[config.mk]
export PLATFORM = sky130hd
export DESIGN_NAME = gbuf_port_arbiter
export DESIGN_NICKNAME = d
export VERILOG_FILES = /design/src/rtl/gbuf_port_arbiter.sv
export SDC_FILE = /design/constraint.sdc
export NUM_CORES = 1
export LEC_CHECK = 0
export CAP_MARGIN = 25
export CORE_AREA = 5 5 275 277
export CTS_CLUSTER_SIZE = 8
export DETAILED_ROUTE_END_ITERATION = 7
export DIE_AREA = 0 0 280 282
export GPL_ROUTABILITY_DRIVEN = 0
export GPL_TIMING_DRIVEN = 0
export PLACE_DENSITY = 0.3
export SYNTH_ARGS = -nofsm -noshare
export SYNTH_HDL_FRONTEND = slang
export SYNTH_SLANG_ARGS = --single-unit
[constraint.sdc]
create_clock -name clk -period 2.55 [get_ports clk]
set_clock_uncertainty 0.2 [all_clocks]
set_input_delay 0.51 -clock clk [delete_from_list [all_inputs] [get_ports clk]]
set_output_delay 0.51 -clock clk [all_outputs]
set_load 0.02 [all_outputs]
[src/rtl/gbuf_port_arbiter.sv]
// ============================================================================
// Module      : gbuf_port_arbiter (with helper gbuf_rr_arb)
// Description : Shares the single-read/single-write global buffer SRAM
//               between NUM_RD read requesters and NUM_WR write requesters.
//               Each port has its own round-robin arbiter that grants one
//               requester per cycle. Read data returns one cycle after the
//               grant, tagged by a registered one-hot valid.
//               Optional macro GBUF_RAW_BYPASS_EN: forwards the write data
//               to a read that hits the same address in the same cycle.
// Revision    : 1.0 - initial release
// ============================================================================
`default_nettype none

// Round-robin arbiter: the search starts at the pointer and wraps modulo N.
module gbuf_rr_arb #(
  parameter int N = 2
) (
  input  logic         clk,
  input  logic         rst,
  input  logic [N-1:0] i_req,
  output logic [N-1:0] o_gnt,
  output logic         o_valid
);

  localparam int                 c_PTR_W = $clog2(N);
  localparam logic [c_PTR_W:0]   c_N     = (c_PTR_W + 1)'(N);

  logic [c_PTR_W-1:0] r_ptr;
  logic [c_PTR_W-1:0] w_off;
  logic [c_PTR_W-1:0] w_win;
  logic [c_PTR_W-1:0] w_nxt;
  logic [c_PTR_W:0]   w_sum;
  logic [c_PTR_W:0]   w_inc;
  logic [2*N-1:0]     w_req2;
  logic [N-1:0]       w_rot;

  // Rotate the request vector so that bit 0 is the requester at the pointer.
  assign w_req2  = {i_req, i_req};
  assign w_rot   = N'(w_req2 >> r_ptr);
  assign o_valid = |i_req;

  // Offset (from the pointer) of the first active requester.
  always_comb begin
    w_off = '0;
    for (int k = N - 1; k >= 0; k--) begin
      if (w_rot[k]) begin
        w_off = c_PTR_W'(k);
      end
    end
  end

  // Winner index and next pointer, both reduced modulo N.
  assign w_sum = {1'b0, r_ptr} + {1'b0, w_off};
  assign w_win = c_PTR_W'((w_sum >= c_N) ? (w_sum - c_N) : w_sum);
  assign w_inc = {1'b0, w_win} + (c_PTR_W + 1)'(1);
  assign w_nxt = c_PTR_W'((w_inc == c_N) ? {(c_PTR_W + 1){1'b0}} : w_inc);

  // One-hot grant decode of the winner.
  always_comb begin
    o_gnt = '0;
    for (int i = 0; i < N; i++) begin
      o_gnt[i] = o_valid && (w_win == c_PTR_W'(i));
    end
  end

  // Advance the pointer past the winner; hold it when nobody requests.
  always_ff @(posedge clk or negedge rst) begin
    if (!rst) begin
      r_ptr <= '0;
    end else if (o_valid) begin
      r_ptr <= w_nxt;
    end
  end

endmodule

module gbuf_port_arbiter #(
  parameter int NUM_RD = 2,
  parameter int NUM_WR = 2,
  parameter int ADDR_W = 10,
  parameter int DATA_W = 128
) (
  input  logic                     clk,
  input  logic                     rst,
  input  logic [NUM_RD-1:0]        rd_req,
  input  logic [NUM_RD*ADDR_W-1:0] rd_req_addr,
  output logic [NUM_RD-1:0]        rd_gnt,
  output logic [NUM_RD-1:0]        rd_rsp_valid,
  output logic [DATA_W-1:0]        rd_rsp_data,
  input  logic [NUM_WR-1:0]        wr_req,
  input  logic [NUM_WR*ADDR_W-1:0] wr_req_addr,
  input  logic [NUM_WR*DATA_W-1:0] wr_req_data,
  output logic [NUM_WR-1:0]        wr_gnt,
  output logic                     sram_rd_valid,
  output logic [ADDR_W-1:0]        sram_rd_addr,
  input  logic [DATA_W-1:0]        sram_do,
  output logic                     sram_wr_valid,
  output logic [ADDR_W-1:0]        sram_wr_addr,
  output logic [DATA_W-1:0]        sram_di
);

  logic [NUM_RD-1:0] r_rsp_tag;

  gbuf_rr_arb #(.N(NUM_RD)) u_rd_arb (
    .clk     (clk),
    .rst     (rst),
    .i_req   (rd_req),
    .o_gnt   (rd_gnt),
    .o_valid (sram_rd_valid)
  );

  gbuf_rr_arb #(.N(NUM_WR)) u_wr_arb (
    .clk     (clk),
    .rst     (rst),
    .i_req   (wr_req),
    .o_gnt   (wr_gnt),
    .o_valid (sram_wr_valid)
  );

  // AND-OR mux of the winning read address; zero when nothing is granted.
  always_comb begin
    sram_rd_addr = '0;
    for (int i = 0; i < NUM_RD; i++) begin
      sram_rd_addr = sram_rd_addr | ({ADDR_W{rd_gnt[i]}} & rd_req_addr[i*ADDR_W +: ADDR_W]);
    end
  end

  // AND-OR mux of the winning write address and data; zero when idle.
  always_comb begin
    sram_wr_addr = '0;
    sram_di      = '0;
    for (int i = 0; i < NUM_WR; i++) begin
      sram_wr_addr = sram_wr_addr | ({ADDR_W{wr_gnt[i]}} & wr_req_addr[i*ADDR_W +: ADDR_W]);
      sram_di      = sram_di      | ({DATA_W{wr_gnt[i]}} & wr_req_data[i*DATA_W +: DATA_W]);
    end
  end

  // Remember who was granted so the SRAM data one cycle later is tagged.
  always_ff @(posedge clk or negedge rst) begin
    if (!rst) begin
      r_rsp_tag <= '0;
    end else begin
      r_rsp_tag <= rd_gnt;
    end
  end

  assign rd_rsp_valid = r_rsp_tag;

`ifdef GBUF_RAW_BYPASS_EN
  logic              w_coll;
  logic              r_coll;
  logic [DATA_W-1:0] r_byp_data;

  assign w_coll = sram_rd_valid & sram_wr_valid & (sram_rd_addr == sram_wr_addr);

  // Capture a same-address read/write so the response carries the new word.
  always_ff @(posedge clk or negedge rst) begin
    if (!rst) begin
      r_coll     <= 1'b0;
      r_byp_data <= '0;
    end else begin
      r_coll     <= w_coll;
      r_byp_data <= sram_di;
    end
  end

  assign rd_rsp_data = r_coll ? r_byp_data : sram_do;
`else
  // The SRAM is read-first, so a colliding read returns the old word.
  assign rd_rsp_data = sram_do;
`endif

endmodule

`default_nettype wire

==> results.md, run 1 <==
* Hold Slack at 0.309 ns
* Area of the mapped netlist at 2950 µm²
* WP buf/inv at 2
* Clk sink count at 4
* Total CTS buffers at 3
* Switch share at 0.437
* Leak at 0.00390 µW
* Yosys warning count at 0
* Worst Max-Slew Pin Slew at 0.617 ns
* Post-route cell area at 9860 µm²
* Maximum root-to-sink buffer count at 2
* Switching power at 1180 µW
* Initial Utilization at 0.0407
* Dpl cells at 1885
* CP Capture Type: primary output
* Hold Path Class: in -> async
* Synth Register Bits at 4
* Sequential power share at 0.029
* Grt met3 use at 0.0280
* WP data arrival at 1.78 ns
* Routed WL at 36600 µm
* Final-report max-slew violation count at 0
* Crit-path max cell delay at 0.61 ns
* Crit start category: primary input
* Synthesized area per cell at 8.63 µm²
* Area growth, synth to finish at 234%
* Drt pass-1 iters at 4
* Non-filler instance count after layout at 1898
* Proportion of layout cells with a drive suffix above 1 at 0.344
* Post-synth cell types at 15
* Total grt overflow at 0
* Power density cells at 275 nW/µm²
* GRT Overall Usage at 0.0814
* Skew-Pair Late Insertion Delay at 0.22 ns
* Rel. slew slack at 0.589
* First-pass GRT wire length at 46700 µm
* H-tree depth at 1
* Max Fclk at 402 MHz
* Global Route met1 Usage at 0.0866
* Worst reg-to-reg path cell count at 5
* CP max stage cell: clkdlybuf4s50_1
* Die Wd at 280 µm
* DP Area at 10000 µm²
* Endpoints failing hold at 0
* Initial antenna violation count at 11
* Met2 Track Usage GR at 0.161
* Vias in the first global route at 6102
* CTS tree: yes
* Comb power frac at 0.879
* VDD IR max at 0.141 mV
* CP cell instances: dlygate4sd2_1 > a21boi_4 > a32o_1 > clkdlybuf4s50_1
* Core area at 72600 µm²
* Largest net degree at the start of global routing at 12
* DIE AREA at 79000 µm²
* Pint at 1520 µW
* IO Pins at 714
* Vias at 5492
* Rows at 99
* Dpl hpwl at 31900 µm
* DRC viols at 0
* Worst-path clk slew at 0.03 ns
* Worst setup margin at 0.0645 ns
* Tcrit/Tclk final at 0.975
* Syn Nets at 772
* Drt initial violations at 100
* Post-synthesis sequential area ratio at 0.0339
* Max Cap Violations at 0
* Worst EP required at 1.84 ns
* Wirelength per Cell at 19.3 µm
* Critical Path Stages at 4
* Via/cell ratio at 2.89
* # setup viols final at 0
* Die height at 282 µm
* GR peak layer: met2
* Clock power frac at 0.091
* Port-buffer cells at 584
* Status: complete, no violations
* Tmin final at 2.49 ns
* RSZ-0062 raised after global routing: false
* Worst Setup Path Type: in -> out
* CP delay by family, top: buffers and inverters
* Fill count at 8388
* CP Max Fanout at 5
* Mapped Cells at 342
* Pre-CTS setup slack at -1.25 ns
* Root Driver: clkbuf_16
* Antenna-violating nets left at 0
* Final net count at 1370
[sequential cells by signal, indices dropped and copies added (netlist names)]
register        cells
u_wr_arb.r_ptr      1
u_rd_arb.r_ptr      1
rd_rsp_valid        2
[cell families (layout without fill, tap and decap cells)]
kind of cell,after synthesis,count (layout),share of synthesized area
AO/OA/AOI/OAI,152,152,0.512
buffers and inverters,179,775,0.440
AND/OR/NAND/NOR,7,7,0.0140
other,0,1,0
flip-flops,4,4,0.0339
[worst paths after layout]
kind | startpoint | to | slack, ns
min | rst | rd_rsp_valid[1]$_DFF_PN0_ | 0.31
max in group asynchronous | rst | rd_rsp_valid[0]$_DFF_PN0_ | 1.64
max | rd_req[1] | sram_rd_addr[9] | 0.06
max reg2reg | u_wr_arb.r_ptr$_DFFE_PN0P_ | u_wr_arb.r_ptr$_DFFE_PN0P_ | 1.04
min reg2reg | u_rd_arb.r_ptr$_DFFE_PN0P_ | u_rd_arb.r_ptr$_DFFE_PN0P_ | 0.34
min in group clk | u_rd_arb.r_ptr$_DFFE_PN0P_ | u_rd_arb.r_ptr$_DFFE_PN0P_ | 0.34
[metal layers]
layer / up-vias / part of all wire
met1: 2520 / 0.36
li1: 2495 / -
met4: 4 / 0.0090
met5: - / 0.00060
met3: 26 / 0.10
met2: 447 / 0.53
[placed cells by master (no fill, tap or decap), drive strengths merged, types with 2 or more instances in the layout]
cell / synthesis / final
and2: 2 / 2
dlygate4sd2: 0 / 27
clkbuf: 9 / 12
or2: 2 / 2
a32o: 148 / 148
clkdlybuf4s50: 0 / 428
nand2b: 2 / 2
buf: 169 / 302
dfrtp: 4 / 4
clkdlybuf4s15: 0 / 4
a21boi: 2 / 2
[worst reg2reg max path, stage by stage (launching register included)]
cell and delay, ns:
dfrtp_1 0.41, nand2b_4 0.16, buf_6 0.16, buf_12 0.19, buf_6 0.18, o21ai_0 0.10
[cells in the mapped netlist (all sizes together)]
cell type,n,area [µm²]
clkbuf,9,33.8
and2,2,12.5
inv,1,3.75
a32o,148,1480
a21boi,2,18.8
buf,169,1260
nand2b,2,12.5
dfrtp,4,100
or2,2,12.5
a21oi,1,5.00
o21ai,1,5.00
nor2,1,3.75
[timing repair]
action / 4_1_cts / 5_1_grt
buffers inserted: 4 / 0
hold buffers: 0 / 0
pin swaps: 5 / 1
setup endpoints to repair: 154 / 5
cloned: 5 / 0
gates resized for setup: 617 / 5
[cell type report]
class	count	area (µm²)	area share
sequential	4	100	0.0102
antenna	1	2.50	0.000254
timing repair buffer	593	5430	0.551
inverter	1	3.75	0.000381
tap	959	1200	0.122
buffer	178	1460	0.148
clock buffer	3	75.1	0.00762
multi-input combinational	159	1580	0.161
[through the flow]
stage | power [µW] | setup TNS [ns] | utilization
2_1_floorplan | 1160 | 0 | -
3_3_place_gp | 2600 | -115.83 | 0.138
3_5_place_dp | 2580 | -120.12 | 0.138
4_1_cts | 2780 | 0 | 0.136
5_1_grt | 2870 | 0 | 0.136
6_report | 2710 | 0 | 0.136
[power groups by stage]
stage          Combinational (µW)  Sequential (µW)  Clock [µW]
2_1_floorplan                1080             79.5           0
5_1_grt                      2530             80.4         259
3_5_place_dp                 2500             77.8           0
4_1_cts                      2450             79.7         256
6_report                     2380             79.3         248
3_3_place_gp                 2520             77.7           0
(Power assumes the default switching activity.)
==> run 2, diff against run 1 <==
--- a/config.mk
+++ b/config.mk
@@ -13,6 +13,7 @@
 export GPL_ROUTABILITY_DRIVEN = 0
 export GPL_TIMING_DRIVEN = 0
 export PLACE_DENSITY = 0.3
+export SLEW_MARGIN = 10
 export SYNTH_ARGS = -nofsm -noshare
 export SYNTH_HDL_FRONTEND = slang
 export SYNTH_SLANG_ARGS = --single-unit
==> results of run 2 <==
Final layout, timing and power as in run 1 (identical DEF).
==> run 3, diff against run 2 <==
--- a/config.mk
+++ b/config.mk
@@ -6,14 +6,14 @@
 export NUM_CORES = 1
 export LEC_CHECK = 0
 export CAP_MARGIN = 25
-export CORE_AREA = 5 5 275 277
+export CORE_AREA = 5 5 279 281
 export CTS_CLUSTER_SIZE = 8
 export DETAILED_ROUTE_END_ITERATION = 7
-export DIE_AREA = 0 0 280 282
+export DIE_AREA = 0 0 284 286
+export DONT_BUFFER_PORTS = 1
 export GPL_ROUTABILITY_DRIVEN = 0
 export GPL_TIMING_DRIVEN = 0
 export PLACE_DENSITY = 0.3
-export SLEW_MARGIN = 10
 export SYNTH_ARGS = -nofsm -noshare
 export SYNTH_HDL_FRONTEND = slang
 export SYNTH_SLANG_ARGS = --single-unit
==> run 3 against run 2 <==
Against the previous run:
- sequential power increased by 7.7%
- flip-flop and latch count unchanged
- utilization decreased by 7.6 points
- worst hold slack got worse by 0.043 ns
- count of clock-buffer cells in the layout did not move
- critical path depth rose by 1
- sequential share of layout area up 1.3 points
- register-to-register slack worse by 0.12 ns
==> results.md, run 3 (synthesis results as in run 1) <==
* Post-route cell area at 4470 µm² (was 9860 µm²)
* Endpoints failing hold at 0 (unchanged)
* Hold path endpoint: u_rd_arb.r_ptr$_DFFE_PN0P_
* Via/cell ratio at 2.52 (was 2.89)
* Vias in the first global route at 3507 (was 6102)
* Worst flop-to-flop path startpoint: u_rd_arb.r_ptr$_DFFE_PN0P_ (was u_wr_arb.r_ptr$_DFFE_PN0P_)
* Hold Path Stages at 2
* Clk sink count at 4 (unchanged)
* RSZ-0062 raised after global routing: true (was false)
* Wirelength per Cell at 21.9 µm (was 19.3 µm)
* CP Max Fanout at 10 (was 5)
* Rows at 101 (was 99)
* Most frequent cells in the layout: buf_4, a32o_1, a32o_2 (was clkdlybuf4s50_1, buf_4, a32o_1)
* Leak at 0.00164 µW (was 0.00390 µW)
* Die height at 286 µm (was 282 µm)
* Hold Startpoint: rd_req[0]
* Drt initial violations at 135 (was 100)
* IO Pins at 714 (unchanged)
* Flop-to-flop setup slack at 0.92 ns (was 1.04 ns)
* Status: complete, no violations (unchanged)
* Power density cells at 377 nW/µm² (was 275 nW/µm²)
* Worst-path clk slew at 0.03 ns (about the same)
* DIE AREA at 81200 µm² (was 79000 µm²)
* TNS Setup at 0 ns (unchanged)
* Skew-Pair Late Insertion Delay at 0.22 ns (about the same)
* Antenna-violating nets left at 0 (unchanged)
* Maximum root-to-sink buffer count at 2 (unchanged)
* CP Capture Type: primary output (unchanged)
* DP Area at 4180 µm² (was 10000 µm²)
* Final-report max-slew violation count at 0 (unchanged)
* Worst Setup Path Type: in -> out (unchanged)
* DRC viols at 0 (unchanged)
* Tmin final at 2.46 ns (was 2.49 ns)
* Port-buffer cells at 0 (was 584)
* Root Driver: clkbuf_16 (unchanged)
* Rel. slew slack at 0.623 (was 0.589)
* CTS tree: yes (unchanged)
* Top layer in use: met5 (unchanged)
* Drt pass-1 iters at 4 (unchanged)
* Initial antenna violation count at 19 (was 11)
* R2r endpoint: rd_rsp_valid[1]$_DFF_PN0_ (was u_wr_arb.r_ptr$_DFFE_PN0P_)
* Tcrit/Tclk final at 0.965 (was 0.975)
* Final net count at 780 (was 1370)
* GRT Overall Usage at 0.0612 (was 0.0814)
* Largest net degree at the start of global routing at 12 (unchanged)
* Worst Max-Slew Pin Slew at 0.566 ns (was 0.617 ns)
* Core area at 75200 µm² (was 72600 µm²)
* Initial Utilization at 0.0393 (was 0.0407)
* Worst EP required at 1.84 ns (about the same)
* Crit start category: primary input (unchanged)
* Worst setup margin at 0.0884 ns (was 0.0645 ns)
* Total grt overflow at 0 (unchanged)
* Proportion of layout cells with a drive suffix above 1 at 0.724 (was 0.344)
* Max Cap Violations at 0 (unchanged)
* First-pass GRT wire length at 34200 µm (was 46700 µm)
* WP data arrival at 1.75 ns (was 1.78 ns)
* Die Wd at 284 µm (was 280 µm)
* Max Fclk at 406 MHz (was 402 MHz)
* Max FFs per register at 2 (unchanged)
* VDD IR max at 0.228 mV (was 0.141 mV)
* Met1 WL at 9880 µm (was 13300 µm)
* Vias at 3369 (was 5492)
* Routed WL at 29300 µm (was 36600 µm)
* Metal2 WL at 15700 µm (was 19300 µm)
* Dpl hpwl at 25900 µm (was 31900 µm)
* # setup viols final at 0 (unchanged)
* Hold Path Class: in -> reg (was in -> async)
* Area growth, synth to finish at 51.3% (was 234%)
* Worst reg-to-reg path cell count at 3 (was 5)
* Pre-CTS setup slack at -0.452 ns (was -1.25 ns)
* Commonest non-fill, non-tap cell in the layout: buf_4 (was clkdlybuf4s50_1)
* Met3 WL post-DR at 2850 µm (was 3700 µm)
* Total CTS buffers at 3 (unchanged)
* H-tree depth at 1 (unchanged)
* Fill count at 8821 (was 8388)
-- run 3: repair_timing --
action / 4_1_cts / 5_1_grt
gates cloned: 0 / 1
hold buffers: 1 / 0
gates resized for setup: 68 / 22
hold endpoints to repair: 4 / 0
pin swaps: 2 / 3
setup endpoints to repair: 123 / 49
buffers inserted: 1 / 0
-- run 3: cell type report --
cell class	count	area [µm²]	area share
Inverter	1	3.75	0.000841
Sequential cell	4	101	0.0227
Buffer	178	1340	0.301
Multi-Input combinational cell	159	1650	0.370
Timing Repair Buffer	3	42.5	0.00953
Clock buffer	3	75.1	0.0168
Tap cell	978	1220	0.274
Antenna cell	10	25.0	0.00560
-- run 3: per-stage QoR --
stage / hold WS [ns] / std cells / total power [µW] / utilization
2_1_floorplan: 0.0144 / 342 / 1160 / -
3_3_place_gp: 0.0145 / 1320 / 1410 / 0.0555
3_5_place_dp: 0.0146 / 1320 / 1400 / 0.0555
4_1_cts: 0.266 / 1325 / 1700 / 0.0583
5_1_grt: 0.277 / 1334 / 1770 / 0.0593
6_report: 0.267 / 1336 / 1680 / 0.0594
-- run 3: metal layers --
layer	GRT usage	up-vias
met5	0	-
li1	-	1327
met4	0.0182	2
met2	0.120	450
met1	0.0624	1550
met3	0.0183	40
-- run 3: worst max path at each step --
stage	to	cells after the start	start	slack, ns
after floorplan	sram_di[10]	5	wr_req[1]	0.42
after global placement	sram_di[41]	5	wr_req[1]	-0.45
after detailed placement	sram_di[41]	5	wr_req[1]	-0.45
after CTS	sram_di[41]	5	u_wr_arb.r_ptr$_DFFE_PN0P_	-0.005
after global routing	sram_di[41]	5	wr_req[1]	-0.004
final	sram_di[126]	5	wr_req[1]	0.09
-- run 3: power breakdown --
group	internal, µW	total, µW	switching [µW]
Combinational	457	1360	900
Clock	200	241	41.4
Sequential	71.9	85.4	13.5
-- run 3: worst max-delay path, stage by stage --
cell and delay [ns]:
buf_2 0.18, a21boi_4 0.30, buf_4 0.16, buf_2 0.26
a32o_1 0.32
